## config.mk

```make
export PLATFORM = sky130hd
export DESIGN_NAME = mem_stage_flat
export DESIGN_NICKNAME = d
export VERILOG_FILES = /design/src/rtl/mem_stage_if.sv /design/src/rtl/mem_stage.sv /design/src/flat_wrapper.sv
export SDC_FILE = /design/constraint.sdc
export NUM_CORES = 1
export LEC_CHECK = 0
export ABC_AREA = 1
export CAP_MARGIN = 20
export CELL_PAD_IN_SITES_DETAIL_PLACEMENT = 2
export CELL_PAD_IN_SITES_GLOBAL_PLACEMENT = 2
export CORE_ASPECT_RATIO = 0.7
export CORE_MARGIN = 4
export CORE_UTILIZATION = 26
export DETAILED_ROUTE_END_ITERATION = 10
export GPL_ROUTABILITY_DRIVEN = 0
export PLACE_DENSITY = 0.85
export SYNTH_ARGS = -nofsm -noshare
export SYNTH_HDL_FRONTEND = slang
export SYNTH_SLANG_ARGS = --single-unit
```

## constraint.sdc

```tcl
create_clock -name clk -period 4.77 [get_ports clk]
set_input_delay 0.477 -clock clk [delete_from_list [all_inputs] [get_ports clk]]
set_output_delay 0.477 -clock clk [all_outputs]
set_load 0.01 [all_outputs]
```

## src/rtl/mem_stage_if.sv

```systemverilog
`default_nettype none
// ============================================================================
// Module   : mem_stage_if
// Brief    : Data-memory request/acknowledge bus between mem_stage and memory.
// Revision : 1.0 - initial release
// ============================================================================
interface mem_stage_if #(
    parameter int DATA_W = 16
) ();
    logic              req;
    logic              we;
    logic [DATA_W-1:0] addr;
    logic [DATA_W-1:0] wdata;
    logic [DATA_W-1:0] rdata;
    logic              ack;

    modport master (
        output req,
        output we,
        output addr,
        output wdata,
        input  rdata,
        input  ack
    );

    modport slave (
        input  req,
        input  we,
        input  addr,
        input  wdata,
        output rdata,
        output ack
    );
endinterface
`default_nettype wire

```

## src/rtl/mem_stage.sv

```systemverilog
`default_nettype none
// ============================================================================
// Module   : mem_stage
// Brief    : Pipeline memory-access stage; issues loads/stores over req/ack,
//            stalls upstream while busy, registers the writeback payload.
// Revision : 1.0 - initial release
// ============================================================================
module mem_stage #(
    parameter int DATA_W  = 16,
    parameter int RADDR_W = 4
) (
    input  wire logic               clk,
    input  wire logic               rst,
    input  wire logic [DATA_W-1:0]  alu_result,
    input  wire logic [DATA_W-1:0]  rdata2,
    input  wire logic               mem_wen,
    input  wire logic               mem_ren,
    input  wire logic               mem_to_reg,
    input  wire logic               reg_wen,
    input  wire logic [RADDR_W-1:0] reg_waddr,
    output logic                    stall,
    mem_stage_if.master             dmem,
    output logic [DATA_W-1:0]       wb_data,
    output logic                    reg_wen_out,
    output logic [RADDR_W-1:0]      reg_waddr_out
);

    typedef enum logic [0:0] {
        c_idle = 1'b0,
        c_busy = 1'b1
    } state_t;

    state_t               r_state;
    state_t               w_state_nxt;
    logic                 w_access;

    logic                 r_req;
    logic                 r_we;
    logic [DATA_W-1:0]    r_addr;
    logic [DATA_W-1:0]    r_wdata;
    logic [DATA_W-1:0]    r_wb_data;
    logic                 r_reg_wen_out;
    logic [RADDR_W-1:0]   r_reg_waddr_out;

    logic                 r_cap_m2r;
    logic                 r_cap_wen;
    logic [RADDR_W-1:0]   r_cap_waddr;
    logic [DATA_W-1:0]    r_cap_alu;

    assign w_access = mem_wen | mem_ren;

    always_ff @(posedge clk or posedge rst) begin
        if (rst) begin
            r_state <= c_idle;
        end else begin
            r_state <= w_state_nxt;
        end
    end

    always_comb begin
        w_state_nxt = r_state;
        case (r_state)
            c_idle:  if (w_access) w_state_nxt = c_busy;
            c_busy:  if (dmem.ack) w_state_nxt = c_idle;
            default: w_state_nxt = c_idle;
        endcase
    end

    // Writes take priority when both enables are set, so dmem_we follows mem_wen alone.
    always_ff @(posedge clk or posedge rst) begin
        if (rst) begin
            r_req           <= 1'b0;
            r_we            <= 1'b0;
            r_addr          <= '0;
            r_wdata         <= '0;
            r_wb_data       <= '0;
            r_reg_wen_out   <= 1'b0;
            r_reg_waddr_out <= '0;
            r_cap_m2r       <= 1'b0;
            r_cap_wen       <= 1'b0;
            r_cap_waddr     <= '0;
            r_cap_alu       <= '0;
        end else begin
            case (r_state)
                c_idle: begin
                    if (w_access) begin
                        r_req         <= 1'b1;
                        r_we          <= mem_wen;
                        r_addr        <= alu_result;
                        r_wdata       <= rdata2;
                        r_cap_m2r     <= mem_to_reg;
                        r_cap_wen     <= reg_wen;
                        r_cap_waddr   <= reg_waddr;
                        r_cap_alu     <= alu_result;
                        r_reg_wen_out <= 1'b0;
                    end else begin
                        r_wb_data       <= alu_result;
                        r_reg_wen_out   <= reg_wen;
                        r_reg_waddr_out <= reg_waddr;
                    end
                end
                c_busy: begin
                    if (dmem.ack) begin
                        r_req           <= 1'b0;
                        r_we            <= 1'b0;
                        r_wb_data       <= (r_cap_m2r && !r_we) ? dmem.rdata : r_cap_alu;
                        r_reg_wen_out   <= r_cap_wen;
                        r_reg_waddr_out <= r_cap_waddr;
                    end
                end
                default: r_req <= 1'b0;
            endcase
        end
    end

    assign stall         = (r_state == c_busy);
    assign dmem.req      = r_req;
    assign dmem.we       = r_we;
    assign dmem.addr     = r_addr;
    assign dmem.wdata    = r_wdata;
    assign wb_data       = r_wb_data;
    assign reg_wen_out   = r_reg_wen_out;
    assign reg_waddr_out = r_reg_waddr_out;

endmodule
`default_nettype wire

```

## src/flat_wrapper.sv

```systemverilog
// flat-port wrapper written by rule: the top's interface ports become plain ports
module mem_stage_flat 
#(
    parameter int DATA_W  = 16,
    parameter int RADDR_W = 4
)
  (clk, rst, alu_result, rdata2, mem_wen, mem_ren, mem_to_reg, reg_wen, reg_waddr, stall, wb_data, reg_wen_out, reg_waddr_out, dmem_req, dmem_we, dmem_addr, dmem_wdata, dmem_rdata, dmem_ack);
  mem_stage_if #(.DATA_W(DATA_W)) dmem_i ();
  input  wire logic clk;
  input  wire logic rst;
  input  wire logic [DATA_W-1:0] alu_result;
  input  wire logic [DATA_W-1:0] rdata2;
  input  wire logic mem_wen;
  input  wire logic mem_ren;
  input  wire logic mem_to_reg;
  input  wire logic reg_wen;
  input  wire logic [RADDR_W-1:0] reg_waddr;
  output logic stall;
  output logic [DATA_W-1:0] wb_data;
  output logic reg_wen_out;
  output logic [RADDR_W-1:0] reg_waddr_out;
  output wire logic [$bits(dmem_i.req)-1:0] dmem_req;
  output wire logic [$bits(dmem_i.we)-1:0] dmem_we;
  output wire logic [$bits(dmem_i.addr)-1:0] dmem_addr;
  output wire logic [$bits(dmem_i.wdata)-1:0] dmem_wdata;
  input wire logic [$bits(dmem_i.rdata)-1:0] dmem_rdata;
  input wire logic [$bits(dmem_i.ack)-1:0] dmem_ack;
  assign dmem_req = dmem_i.req;
  assign dmem_we = dmem_i.we;
  assign dmem_addr = dmem_i.addr;
  assign dmem_wdata = dmem_i.wdata;
  assign dmem_i.rdata = dmem_rdata;
  assign dmem_i.ack = dmem_ack;
  mem_stage #(.DATA_W(DATA_W), .RADDR_W(RADDR_W)) u_core (.clk(clk), .rst(rst), .alu_result(alu_result), .rdata2(rdata2), .mem_wen(mem_wen), .mem_ren(mem_ren), .mem_to_reg(mem_to_reg), .reg_wen(reg_wen), .reg_waddr(reg_waddr), .stall(stall), .dmem(dmem_i), .wb_data(wb_data), .reg_wen_out(reg_wen_out), .reg_waddr_out(reg_waddr_out));
endmodule
```

==> results of run 1 <==
synthesized netlist by cell type (3+ instances only):
cell / instances / area, µm²
nand3_1: 20 / 100
a21oi_1: 32 / 160
nand2_1: 71 / 267
inv_1: 56 / 210
nand3b_1: 16 / 120
buf_4: 3 / 22.5
o21ai_0: 28 / 140
dfrtp_1: 62 / 1550
o21ai_1: 10 / 50.1
buf_6: 7 / 78.8
nor2_1: 33 / 124
o211ai_1: 4 / 30.0
clkbuf_1: 3 / 11.3
buf_2: 8 / 40.0
final timing paths:
| check | endpoint |
|---|---|
| max | u_core.reg_waddr_out[2]$_DFFE_PP0P_ |
| max reg2reg | u_core.reg_waddr_out[2]$_DFFE_PP0P_ |
| min | u_core.r_cap_waddr[0]$_DFFE_PP0P_ |
| min in group asynchronous | u_core.r_cap_waddr[1]$_DFFE_PP0P_ |
| min reg2reg | u_core.r_cap_waddr[0]$_DFFE_PP0P_ |
| max in group asynchronous | u_core.wb_data[14]$_DFFE_PP0P_ |
routing by layer:
layer	GRT usage	up-vias
met3	0.0455	9
met2	0.281	76
li1	-	1348
met5	0	-
met1	0.211	1412
met4	0.0302	0
power by group:
| part | internal [µW] | leakage (µW) | switching [µW] |
|---|---|---|---|
| logic | 320 | 0.00121 | 297 |
| registers | 646 | 0.000746 | 103 |
| clock network | 390 | 0.000148 | 233 |
| total | 1360 | 0.00210 | 633 |
sequential cells by signal, summed over array words and instances (netlist names):
register	count
u_core.r_cap_wen	1
u_core.r_cap_m2r	1
u_core.r_cap_alu	16
u_core.dmem.we	1
u_core.wb_data	16
u_core.reg_waddr_out	4
u_core.r_cap_waddr	4
u_core.dmem.req	1
u_core.reg_wen_out	1
u_core.stall	1
u_core.dmem.wdata	16
final cells by class:
| cell class | instances | area (µm²) |
|---|---|---|
| Timing Repair Buffer | 118 | 1180 |
| Tap cell | 153 | 191 |
| Clock inverter | 4 | 20.0 |
| Sequential cell | 62 | 1550 |
| Fill cell | 1243 | 6610 |
| Clock buffer | 12 | 267 |
| Inverter | 58 | 220 |
| Multi-Input combinational cell | 220 | 1050 |
cells in the final DEF (no fill, tap or decap):
cell type	n
o211ai_1	4
clkinv_2	4
a21oi_1	32
nand2_1	71
buf_4	3
nand3_1	20
clkdlybuf4s50_1	114
o21ai_1	10
nand2_2	2
clkbuf_16	9
buf_12	1
nand2_4	2
nor2_2	1
nand3b_1	16
inv_4	1
clkbuf_8	3
o21ai_0	28
nor2_1	33
dfrtp_1	62
o21ai_4	1
inv_1	55
inv_2	2
metrics by stage:
step / instances / hold WS [ns] / area (µm²)
5_1_grt: 627 / 0.516 / 4480
4_1_cts: 626 / 0.494 / 4460
6_report: 627 / 0.490 / 4480
3_3_place_gp: 610 / 0.467 / 4180
3_5_place_dp: 610 / 0.480 / 4180
2_1_floorplan: 361 / 0.454 / 2970
critical path, cell delays in order, from the launching register on:
cell and delay [ns]:
dfrtp_1 0.70, buf_4 0.37, nand2_2 0.32, nand2_4 0.37, inv_1 0.17, nand2_1 0.09, nand2_1 0.07
cell families after synthesis:
logic type	count (synthesis)	share of synthesized area
AO/OA/AOI/OAI	75	0.133
flip-flops	62	0.522
AND/OR/NAND/NOR	145	0.219
buffers and inverters	79	0.125
==> impl_metrics.yaml, run 1 <==
clocking:
  cts_buffer_depth: 2
  post_cts_buffers: 0
  cts-root-buf: "clkbuf_16"
  cts_resized: 0
  cts_buffers: 9
  path_clk_slew_ns: 0.05
  cts_tree: "built"
  cts_max_level: 3
  cts.sink_count: 62
  cts_hold_buf: 0
  clk_latency_ns: 0.33
yosys:
  seq_area_frac_synth: 0.522
  yosys_warnings: 0
  synthArstFlopShare: 1.00
  synthCells: 361
  ys.flop_type: "dfrtp_1"
  synth_area_um2: 2970
  synth_nets: 420
  synth_cell_types: 20
  avgSynthCellArea_um2: 8.24
  synth_edf_count: 0
  yosys_register_bits: 62
detailed_routing:
  viasPerCell: 4.54
  wl_met1_um: 4870
  met2WireLength_um: 5350
  remaining_drc_errors: 0
  wire_per_inst_um: 17.4
  first_pass_iters: 4
  antenna_left: 0
  drt_wl_total_um: 10900
  top_layer_used: "met4"
  met3_length_um: 588
  num_vias: 2845
  drt_iter0_markers: 131
final_layout:
  diodes: 0
  area_growth_pct: 50.8
  finalNetCount: 528
  drive_above_1_share: 0.0612
  post-route-util: 0.404
pwr:
  powerDensity_nw_per_um2: 444
  power_uw: 1990
  ir_worst_vdd_mv: 0.174
  p_leak_uw: 0.00210
critical_path:
  end_kind: "register"
  cp.required_ns: 4.97
  startpoint_type: "register"
  cp_data_arrival_time_ns: 2.45
  worstSetupStartpoint: "u_core.stall$_DFF_PP0_"
  rrSetupSlack_ns: 2.52
  critical_path_class: "reg2reg"
  cp_max_fo: 22
  ff2ff_path_depth: 6
  timing.rr.start: "u_core.stall$_DFF_PP0_"
timing:
  tightest_slew_ns: 0.834
  fin_crit_sh: 0.471
  final-hold-violation-count: 0
  rsz0062_at_grt: "false"
  fin_ws_ns: 2.52
  report.final.slew_viol_count: 0
  fin_skew_ns: 0.00444
  relSlewSlack: 0.444
  fmax_ghz: 0.445
  final.min_clock_period_ns: 2.25
  tns_ns: 0
  setup_viol: 0
die:
  placementRows: 32
  die_w_um: 136
  core_um2: 11100
  dieArea_um2: 13200
  io_pins: 115
  initial_core_util: 0.268
  die_y_um: 97.5
hold_path:
  min_path_cells: 2
  hold_path.class: "reg2reg"
  holdCritStartpoint: "u_core.r_cap_waddr[0]$_DFFE_PP0P_"
global_routing:
  grt_overflow_total: 0
  grt_pass1_wl_um: 17100
  grt_pass1_vias: 3217
  grt_start_max_net_pins: 63
  antenna_found_initial: 0
  grt_use_total: 0.165
placement:
  dp_slack_ns: 2.05
  hpwl_um: 7870
  portBuffers: 114
run:
  drv_cap: 0
run_status:
  status: "completed"
Power figures use the tool's default switching activity.
==> inputs of run 2 (changes only) <==
Settings changed: CORE_UTILIZATION 26 to 24, PLACE_DENSITY 0.85 to 0.79.
Clock period 4.77 ns to 2.3 ns, I/O delays scaled along.
==> impl_metrics.yaml, run 2 (synthesized netlist as in run 1, its figures left out) <==
run:
  drv_cap: 0
clocking:
  clk_latency_ns: 0.32
  cts_tree: "built"
  cts_hold_buf: 0
  path_clk_slew_ns: 0.05
  cts-root-buf: "clkbuf_16"
  cts_buffer_depth: 2
  cts_resized: 0
  post_cts_buffers: 0
  cts.sink_count: 62
  cts_buffers: 9
  cts_max_level: 3
critical_path:
  critPathTopFamily: "flip-flops"
  path_cells: "nand2_2 -> nand2_1 -> nand3_1 -> a21oi_1"
  timing.rr.end: "u_core.wb_data[11]$_DFFE_PP0P_"
  cp_max_fo: 18
  slowest_stage: "dfrtp_1"
  timing.rr.start: "u_core.r_cap_m2r$_DFFE_PP0P_"
  cp.required_ns: 2.54
  ff2ff_path_depth: 4
  slowest_delay_ns: 0.83
  rrSetupSlack_ns: 0.46
  startpoint_type: "register"
  end_kind: "register"
  critical_path_class: "reg2reg"
  cp_data_arrival_time_ns: 2.08
  path_buf_inv: 0
final_layout:
  diodes: 0
  seq_area_um2: 1550
  area_growth_pct: 50.8
  multi_input_area_um2: 1050
  drive_above_1_share: 0.0570
  mostFrequentLayoutCell: "clkdlybuf4s50_1"
  post-route-util: 0.377
  mostFrequentLayoutCells: "clkdlybuf4s50_1 (114), nand2_1 (71), dfrtp_1 (62), inv_1 (55), nor2_1 (33)"
  finalNetCount: 528
  n_fill_cell: 1347
pwr:
  p_seq_frac: 0.374
  p_int_uw: 2830
  ir_worst_vdd_mv: 0.419
  switching_share: 0.312
  switchingPower_uw: 1290
  p_comb_frac: 0.309
  p_clk_frac: 0.318
  powerDensity_nw_per_um2: 919
  p_leak_uw: 0.00210
timing:
  fmax_ghz: 0.543
  final-hold-violation-count: 0
  fin_skew_ns: 0.00339
  report.final.slew_viol_count: 0
  final.min_clock_period_ns: 1.84
  rsz0062_at_grt: "false"
  fin_crit_sh: 0.800
  tightest_slew_ns: 0.758
  relSlewSlack: 0.495
  setup_viol: 0
  tns_ns: 0
detailed_routing:
  drt_wl_total_um: 10400
  num_vias: 2827
  wire_per_inst_um: 16.5
  drt_iter0_markers: 96
  first_pass_iters: 4
  antenna_left: 0
  remaining_drc_errors: 0
  viasPerCell: 4.48
global_routing:
  grt_pass1_wl_um: 16900
  grt_pass1_vias: 3181
  grt_use_total: 0.152
  grt_start_max_net_pins: 63
  antenna_found_initial: 0
  grt_overflow_total: 0
placement:
  hpwl_um: 7540
  portBuffers: 114
die:
  initial_core_util: 0.250
  die_w_um: 141
  core_um2: 11900
  io_pins: 115
  die_y_um: 101
  placementRows: 33
  dieArea_um2: 14300
hold_path:
  hold_path.class: "in2async"
run_status:
  status: "completed"
run 2: changes by cell type in the layout (fill, tap and decap cells not counted), sizes merged:
cell    delta
bufinv     +1
clkbuf     -1
run 2: per-layer routing:
metal | up-vias | track usage | share of wire
li1 | 1348 | - | -
met1 | 1395 | 0.196 | 0.46
met3 | 10 | 0.0465 | 0.052
met5 | - | 0 | 0
met2 | 74 | 0.257 | 0.48
met4 | 0 | 0.0268 | 0.0064
run 2: area by class of cell:
class | count | area share
multi-input combinational | 220 | 0.234
clock buffer | 11 | 0.0519
clock inverter | 5 | 0.0112
sequential | 62 | 0.346
tap | 157 | 0.0438
timing repair buffer | 118 | 0.264
inverter | 58 | 0.0491
run 2: worst max path at each step:
stage / from / to / slack [ns] / cells past startpoint
final: u_core.r_cap_m2r$_DFFE_PP0P_ / u_core.wb_data[11]$_DFFE_PP0P_ / 0.46 / 4
after global routing: u_core.r_cap_m2r$_DFFE_PP0P_ / u_core.wb_data[11]$_DFFE_PP0P_ / 0.33 / 4
after CTS: u_core.r_cap_m2r$_DFFE_PP0P_ / u_core.wb_data[11]$_DFFE_PP0P_ / 0.45 / 4
after detailed placement: mem_ren / u_core.reg_waddr_out[1]$_DFFE_PP0P_ / 0.41 / 7
after global placement: mem_ren / u_core.reg_waddr_out[2]$_DFFE_PP0P_ / 0.51 / 7
after floorplan: rst / u_core.dmem.req$_DFFE_PP0P_ / 0.53 / 1
run 2: stage by stage:
stage	total power (µW)	hold slack (ns)	setup slack, ns	instance area [µm²]	cells
after floorplan	2110	0.347	0.529	2970	361
after global placement	2790	0.473	0.507	4200	615
after detailed placement	2850	0.484	0.411	4200	615
after CTS	4210	0.318	0.449	4480	631
after global routing	4400	0.353	0.330	4480	631
final	4120	0.304	0.460	4480	631
run 2: worst register-to-register path, stage by stage, from the launching register on:
cell,delay (ns)
dfrtp_1,0.83
nand2_2,0.42
nand2_1,0.18
nand3_1,0.13
a21oi_1,0.20
run 2: power groups by stage:
stage / Clock [µW] / Combinational (µW) / Sequential (µW)
6_report: 1310 / 1270 / 1540
5_1_grt: 1410 / 1400 / 1580
4_1_cts: 1350 / 1300 / 1550
3_5_place_dp: 0 / 1290 / 1560
3_3_place_gp: 0 / 1240 / 1550
2_1_floorplan: 0 / 506 / 1600
==> inputs of run 3 (changes only) <==
Settings changed: CORE_UTILIZATION 24 to 22, PLACE_DENSITY 0.79 to 0.76.
Clock period 2.3 ns to 1.5 ns, I/O delays scaled along.
==> impl_metrics.yaml, run 3 (synthesized netlist as in run 1, its figures left out) <==
critical_path:
  startpoint_type: "register"
  cp_max_fo: 3
  rrSetupSlack_ns: 0.15
  cp_data_arrival_time_ns: 1.30
  timing.rr.end: "u_core.wb_data[13]$_DFFE_PP0P_"
  critPathTopFamily: "buffers and inverters"
  path_buf_inv: 1
  path_cells: "clkdlybuf4s50_1"
  cp.required_ns: 1.35
  ff2ff_path_depth: 7
  end_kind: "output port"
  slowest_delay_ns: 0.60
  timing.rr.start: "u_core.stall$_DFF_PP0_"
  critical_path_class: "reg2out"
  slowest_stage: "clkdlybuf4s50_1"
clocking:
  cts-root-buf: "clkbuf_16"
  cts_tree: "built"
  cts_buffer_depth: 2
  cts_buffers: 9
  cts_max_level: 3
  path_clk_slew_ns: 0.05
  clk_latency_ns: 0.32
  cts.sink_count: 62
global_routing:
  grt_overflow_total: 0
  grt_pass1_wl_um: 18100
  grt_pass1_vias: 3309
  grt_use_total: 0.147
  antenna_found_initial: 0
  grt_start_max_net_pins: 37
final_layout:
  layout.cells.non_filler: 671
  mostFrequentLayoutCell: "clkdlybuf4s50_1"
  diodes: 0
  mostFrequentLayoutCells: "clkdlybuf4s50_1 (114), nand2_1 (71), dfrtp_1 (61), inv_1 (55), nor2_1 (33)"
  finalNetCount: 540
  drive_above_1_share: 0.0844
  fin_area_um2: 4680
  post-route-util: 0.355
  n_fill_cell: 1457
  area_growth_pct: 57.4
placement:
  hpwl_um: 8240
  place_inst: 654
  dp_slack_ns: -0.00708
  placed_area_um2: 4400
  portBuffers: 114
timing:
  tightest_slew_ns: 0.388
  fin_crit_sh: 0.964
  setup_viol: 0
  final.min_clock_period_ns: 1.45
  fin_skew_ns: 0.00479
  fin_ws_ns: 0.0544
  tns_ns: 0
  rsz0062_at_grt: "false"
  fmax_ghz: 0.692
  final-hold-violation-count: 0
  relSlewSlack: 0.741
  report.final.slew_viol_count: 0
pwr:
  p_int_uw: 4300
  p_comb_frac: 0.333
  switchingPower_uw: 2000
  p_leak_uw: 0.00218
  powerDensity_nw_per_um2: 1350
  p_seq_frac: 0.370
  switching_share: 0.318
  p_clk_frac: 0.297
  ir_worst_vdd_mv: 0.518
detailed_routing:
  drt_wl_total_um: 11000
  num_vias: 2877
  first_pass_iters: 5
  remaining_drc_errors: 0
  antenna_left: 0
  viasPerCell: 4.29
  wire_per_inst_um: 16.3
  drt_iter0_markers: 81
run:
  drv_cap: 0
die:
  die_y_um: 105
  initial_core_util: 0.226
  placementRows: 35
  core_um2: 13200
  die_w_um: 147
  io_pins: 115
  dieArea_um2: 15500
hold_path:
  hold_path.class: "in2async"
run_status:
  status: "completed"
run 3: area by class of cell:
cell class | instances | area [µm²] | share of cell area
Inverter | 58 | 224 | 0.0479
Multi-Input combinational cell | 220 | 1050 | 0.225
Timing Repair Buffer | 130 | 1350 | 0.288
Clock inverter | 5 | 25.0 | 0.00535
Sequential cell | 62 | 1550 | 0.332
Clock buffer | 11 | 243 | 0.0519
Tap cell | 185 | 231 | 0.0495
run 3: routing by layer:
| metal | wire length, µm | GRT usage |
|---|---|---|
| met1 | 4900 | 0.180 |
| met2 | 5420 | 0.257 |
| met3 | 577 | 0.0473 |
| met4 | 49 | 0.0259 |
| met5 | 0 | 0 |
run 3: worst max path at each step:
stage               cells past startpoint                        startpoint                                   to
floorplan                               7            u_core.stall$_DFF_PP0_     u_core.r_cap_alu[11]$_DFFE_PP0P_
global placement                        7                           mem_ren        u_core.wb_data[1]$_DFFE_PP0P_
detailed placement                      7                           mem_wen  u_core.reg_waddr_out[3]$_DFFE_PP0P_
CTS                                     1    u_core.wb_data[10]$_DFFE_PP0P_                          wb_data[10]
global route                            1  u_core.r_cap_alu[12]$_DFFE_PP0P_                        dmem_addr[12]
finish                                  1  u_core.r_cap_alu[11]$_DFFE_PP0P_                        dmem_addr[11]
run 3: stage by stage:
| stage | hold WS (ns) | power [µW] |
|---|---|---|
| floorplan | 0.267 | 3230 |
| global placement | 0.466 | 4370 |
| detailed placement | 0.483 | 4480 |
| CTS | 0.171 | 6420 |
| global route | 0.198 | 6740 |
| finish | 0.170 | 6300 |
run 3: timing repair:
| action | in CTS | in global routing |
|---|---|---|
| buffers inserted | 1 | 0 |
| pin swaps | 0 | 0 |
| gates cloned | 0 | 0 |
| resized for setup | 1 | 1 |
| hold buffers | 0 | 0 |
| endpoints found under the setup margin | 1 | 6 |
run 3: power groups by stage:
| stage | Sequential [µW] | Clock (µW) | Combinational [µW] |
|---|---|---|---|
| floorplan | 2460 | 0 | 776 |
| global placement | 2340 | 0 | 2030 |
| detailed placement | 2360 | 0 | 2120 |
| CTS | 2340 | 1940 | 2150 |
| global route | 2390 | 2030 | 2320 |
| finish | 2330 | 1870 | 2100 |
